===== src/rtl/round_step_sequencer.sv =====
// round_step_sequencer
// Sequences one 16-step round of a four-round hash-style datapath.
// A start request latches the round number and then walks steps 0..15.
// For each step the block presents the message-word index, the rotate
// amount and the constant-ROM address for the datapath to use.
// All step outputs are held at zero whenever the sequencer is not running.

module round_step_sequencer (
  input  logic       clk,
  input  logic       rst,
  input  logic       start_rnd,
  input  logic [1:0] round,
  input  logic       abort,
  output logic       step_en,
  output logic [3:0] step_idx,
  output logic [3:0] msg_idx,
  output logic [5:0] k_addr,
  output logic [4:0] shift,
  output logic       busy,
  output logic       done_rnd
);

  typedef enum logic [1:0] {
    IDLE = 2'd0,
    RUN  = 2'd1,
    DONE = 2'd2
  } state_t;

  // Message schedule: msg_idx = (MUL * step + OFF) mod 16, one pair per round.
  localparam logic [3:0] MSG_MUL [4] = '{4'd1, 4'd5, 4'd3, 4'd7};
  localparam logic [3:0] MSG_OFF [4] = '{4'd0, 4'd1, 4'd5, 4'd0};

  // Rotate amounts indexed by {round, step[1:0]}.
  localparam logic [4:0] SHIFT_TAB [16] = '{
    5'd7, 5'd12, 5'd17, 5'd22,
    5'd5, 5'd9,  5'd14, 5'd20,
    5'd4, 5'd11, 5'd16, 5'd23,
    5'd6, 5'd10, 5'd15, 5'd21
  };

  state_t     state_reg;
  logic [1:0] round_reg;
  logic [3:0] step_reg;
  logic       step_en_reg;
  logic       busy_reg;
  logic       done_reg;

  logic       run;
  logic [3:0] msg_cand [4];

  // Round FSM: state, latched round, step counter and registered status flags.
  // Status flags are loaded with the value that matches the next state so
  // they stay aligned with state_reg without extra decode delay.
  always_ff @(posedge clk) begin
    if (!rst) begin
      state_reg   <= IDLE;
      round_reg   <= '0;
      step_reg    <= '0;
      step_en_reg <= 1'b0;
      busy_reg    <= 1'b0;
      done_reg    <= 1'b0;
    end else begin
      case (state_reg)
        IDLE: begin
          // An abort arriving with the start request cancels it outright.
          if (start_rnd && !abort) begin
            state_reg   <= RUN;
            round_reg   <= round;
            step_reg    <= '0;
            step_en_reg <= 1'b1;
            busy_reg    <= 1'b1;
          end
        end

        RUN: begin
          if (abort) begin
            // Abort wins over completion: no DONE cycle, no done pulse.
            state_reg   <= IDLE;
            step_reg    <= '0;
            step_en_reg <= 1'b0;
            busy_reg    <= 1'b0;
          end else if (step_reg == 4'd15) begin
            // Last step executed; leave RUN instead of wrapping to step 0.
            state_reg   <= DONE;
            step_reg    <= '0;
            step_en_reg <= 1'b0;
            done_reg    <= 1'b1;
          end else begin
            step_reg <= step_reg + 4'd1;
          end
        end

        DONE: begin
          // Completion lasts exactly one cycle; abort leads to the same place.
          state_reg <= IDLE;
          busy_reg  <= 1'b0;
          done_reg  <= 1'b0;
        end

        default: begin
          state_reg   <= IDLE;
          step_reg    <= '0;
          step_en_reg <= 1'b0;
          busy_reg    <= 1'b0;
          done_reg    <= 1'b0;
        end
      endcase
    end
  end

  assign run = (state_reg == RUN);

  // One message-index candidate per round; the latched round picks one.
  genvar gi;
  generate
    for (gi = 0; gi < 4; gi++) begin : g_msg
      assign msg_cand[gi] = MSG_MUL[gi] * step_reg + MSG_OFF[gi];
    end
  endgenerate

  // Step outputs are forced to zero outside RUN so the datapath sees a clean idle bus.
  always_comb begin
    step_idx = '0;
    msg_idx  = '0;
    k_addr   = '0;
    shift    = '0;
    if (run) begin
      step_idx = step_reg;
      msg_idx  = msg_cand[round_reg];
      k_addr   = {round_reg, step_reg};
      shift    = SHIFT_TAB[{round_reg, step_reg[1:0]}];
    end
  end

  assign step_en  = step_en_reg;
  assign busy     = busy_reg;
  assign done_rnd = done_reg;

endmodule


===== config.mk =====
export PLATFORM = sky130hd
export DESIGN_NAME = round_step_sequencer
export DESIGN_NICKNAME = d
export VERILOG_FILES = /design/src/rtl/round_step_sequencer.sv
export SDC_FILE = /design/constraint.sdc
export NUM_CORES = 1
export LEC_CHECK = 0
export BUFFER_PORTS_ARGS = -buffer_cell sky130_fd_sc_hd__buf_2
export CORE_ASPECT_RATIO = 0.75
export CORE_MARGIN = 10
export CORE_UTILIZATION = 43
export DETAILED_ROUTE_END_ITERATION = 16
export HOLD_SLACK_MARGIN = 0.1
export PLACE_DENSITY = 0.7
export RECOVER_POWER = 25
export SYNTH_ARGS = -nofsm -noshare
export SYNTH_HDL_FRONTEND = slang
export SYNTH_SLANG_ARGS = --single-unit

===== constraint.sdc =====
create_clock -name clk -period 2.9 [get_ports clk]
set_input_delay 0.58 -clock clk [delete_from_list [all_inputs] [get_ports clk]]
set_output_delay 0.58 -clock clk [all_outputs]
set_load 0.005 [all_outputs]

==> impl_results.md <==
* Met1 Usage GRT at 11.19%
* Post-route cell area at 1269 um^2
* Yosys warnings at 0
* Final GP Congestion at just under 0.9
* Via Count at between 900 and 1000
* Remaining DRCs at 0
* Inserted Clock Buffers at 3
* Port buffer count at 27
* Ranking of synthesized cells by area: dfxtp_1 20%, ha_1 14%, nor2_1 5.9%, clkbuf_8 5.1%, xnor2_1 4.8%
* Post-Synthesis Cells at between 100 and 150
* Die Ht at between 60 and 70 um
* Switching pwr at roughly 95 uW
* Register area share after synthesis at 20.25%
* Sequential cell area at 221.5 um^2
* Met2 global-route usage at ~18%
* Top Ports at 28
* Status: finished clean
* Synth area leader: dfxtp_1
* CTS tree: built
* Area of the multi-input gates at about 750 um^2
* Met3 Use GR at between 4 and 5%
* Commonest cells after routing, fill and taps aside: 23 x buf_2, 17 x nor2_1, 10 x a21oi_1, 10 x ha_1, 10 x dfxtp_1
* Fill cells at roughly 230
* Final hold vios at 0
* First-pass detailed-route iteration total at 4
* Yosys reg bits at 11
* Initial Util at roughly 46%
* Cell Area, Synth at 1087 um^2
* Avg WL per Cell at around 13 um
* Period utilisation layout at between 90% and 100%
* Slew margin rel. at between 50% and 60%
* CP Max Fanout at 4
* Fmax at about 360 MHz
* Die area at between 4000 and 5000 um^2
* Combinational Power Share at between 20% and 30%
* All-layer global routing usage at about a tenth
* Worst Hold Class: flip-flop to flip-flop
* Dpl hpwl at 1982 um
* VDD IR max at around 200 uV
* Layout cells sized above 1 at between 20% and 30%
* # Max-Cap Violations at 0
* Hold WS at roughly 520 ps
* CP Data Required Time at 2320 ps
* First-pass GRT wire length at around 4100 um
* DP Area at ~1200 um^2
* Clk Latency, worst-skew pair at 270 ps
* Sink Count at 11
* Area fraction of the dominant cell type after synthesis at between 20% and 30%
* Std cell rows at 15
* Initial antenna violation count at 0
* Antenna cells at 0
* RSZ-0062 raised after global routing: false
* Finish-stage setup viols at 0
* CTS Root Cell: clkbuf_4
* Area grow syn2layout at 16.69%
* Switch share at around 28%
* Final clock skew at ~3.2 ps
* Sequential Power Share at around 49%
* Distinct cells, synth at 34
* Clock buffer depth at 2
* Largest net degree at the start of global routing at 22
* Syn nets at 148
* Core ar. at around 2300 um^2
* Most common cell after layout, fill and taps aside: buf_2
* Setup TNS at 0 ps
* Worst Setup Start Kind: flip-flop
* Internal power at roughly 240 uW
* Crit path DAT at approximately 2200 ps
* Slew Viols, Final at 0
* Reg clk slew, reported paths at roughly 70 ps
* P_leak at a little under 0.0006 uW
* WS Path Type: flip-flop to output pin
* Via density at ~4.9
* Hold_buf cts at 0
* CTS H-tree lvls at 1
* Grt ovf at 0
* Period minus WS final at about 2700 ps
* Crit. End Element: output pin
* PwrDens at 267.9 nW/um^2
* Vias in the first global route at 860
* Nets at around 180
* Worst-Margin Slew at between 600 and 700 ps
* Post-route ant nets at 0
* Clock power share at 30.7%
* WL final at 2458 um
* Max FFs per register at 4
* Iter 0 DRT Violations at between 40 and 50
* Mean post-synth cell area at between 8 and 9 um^2
* Die Wd at around 78 um
* Most used routing layer: met2
[area by class of cell]
class | instances | area share [%]
multi-input combinational | 98 | 59.47
sequential | 11 | 17.46
timing repair buffer | 34 | 14.99
tap | 34 | 3.353
inverter | 9 | 2.663
clock buffer | 4 | 2.071
[power by group through the flow]
stage | Combinational (uW) | Clock [uW] | Sequential (uW)
after floorplan | 54.9 | 0 | 164
after global placement | 63.8 | 0 | 169
after detailed placement | 65.8 | 0 | 169
after CTS | 66.3 | 107 | 166
after global routing | 79.4 | 114 | 168
final | 69.4 | 104 | 166
[critical path: stages (launching register included)]
cell and delay (ps):
dfxtp_1 360, inv_2 80, fa_1 530, inv_1 40, ha_1 180, xnor2_1 170, xnor2_1 140, a21oi_1 90
a211oi_2 170, buf_2 140
[stage by stage]
| stage | cells | utilization (%) | setup WS [ps] | total power (uW) |
|---|---|---|---|---|
| 6_report | 190 | 54.08 | 151.4 | 339.9 |
| 5_1_grt | 190 | 54.08 | 24.01 | 361.4 |
| 4_1_cts | 186 | 52.05 | 20.31 | 339.3 |
| 3_5_place_dp | 182 | 50.88 | 246.5 | 235.0 |
| 3_3_place_gp | 182 | 50.88 | 366.6 | 232.9 |
| 2_1_floorplan | 128 | - | 312.7 | 219.0 |
[kinds of logic (layout without fill, tap and decap cells)]
logic type / Yosys count / count (layout) / share of synthesized area, %
muxes: 5 / 5 / 4.718
buffers and inverters: 19 / 47 / 11.74
AOI/OAI and AO/OA: 26 / 26 / 15.30
and+or+nand+nor: 44 / 44 / 20.60
adders and majority gates: 14 / 14 / 17.49
xor gates and xnor gates: 9 / 9 / 9.896
DFF: 11 / 11 / 20.25
[what timing repair did]
action | 4_1_cts | 5_1_grt
setup buffers | 0 | 4
endpoints found under the hold margin | 0 | 0
gates resized for setup | 1 | 8
pin swaps | 0 | 1
endpoints found under the setup margin | 1 | 1
[final timing paths]
path	startpoint	slack [ps]	cells past startpoint	endpoint
hold / removal	done_rnd	520	2	done_rnd
setup reg to reg	step_reg[1]	1170	7	step_reg[2]
setup / recovery	step_reg[0]	150	9	msg_idx[3]
hold reg to reg	done_rnd	520	2	done_rnd
[cell usage after synthesis, drive strengths merged]
library cell	n
nor2	17
a211oi	4
nand3	3
xor2	1
o211a	1
ha	12
nor2b	3
nand2	6
mux2i	4
clkbuf	5
and3	1
xor3	1
fa	2
a21boi	1
nand2b	2
nand3b	2
or2b	2
xnor2	6
o2111a	1
dfxtp	11
a2bb2oi	2
nor3b	3
buf	5
or2	1
inv	9
o21ai	7
a21oi	10
xnor3	1
and2	4
mux2	1
[layer usage]
metal,routed length (um),vias to the layer above
li1,-,483
met3,129,0
met5,0,-
met4,0,0
met2,1197,14
met1,1131,425
Power figures use the tool's default switching activity.
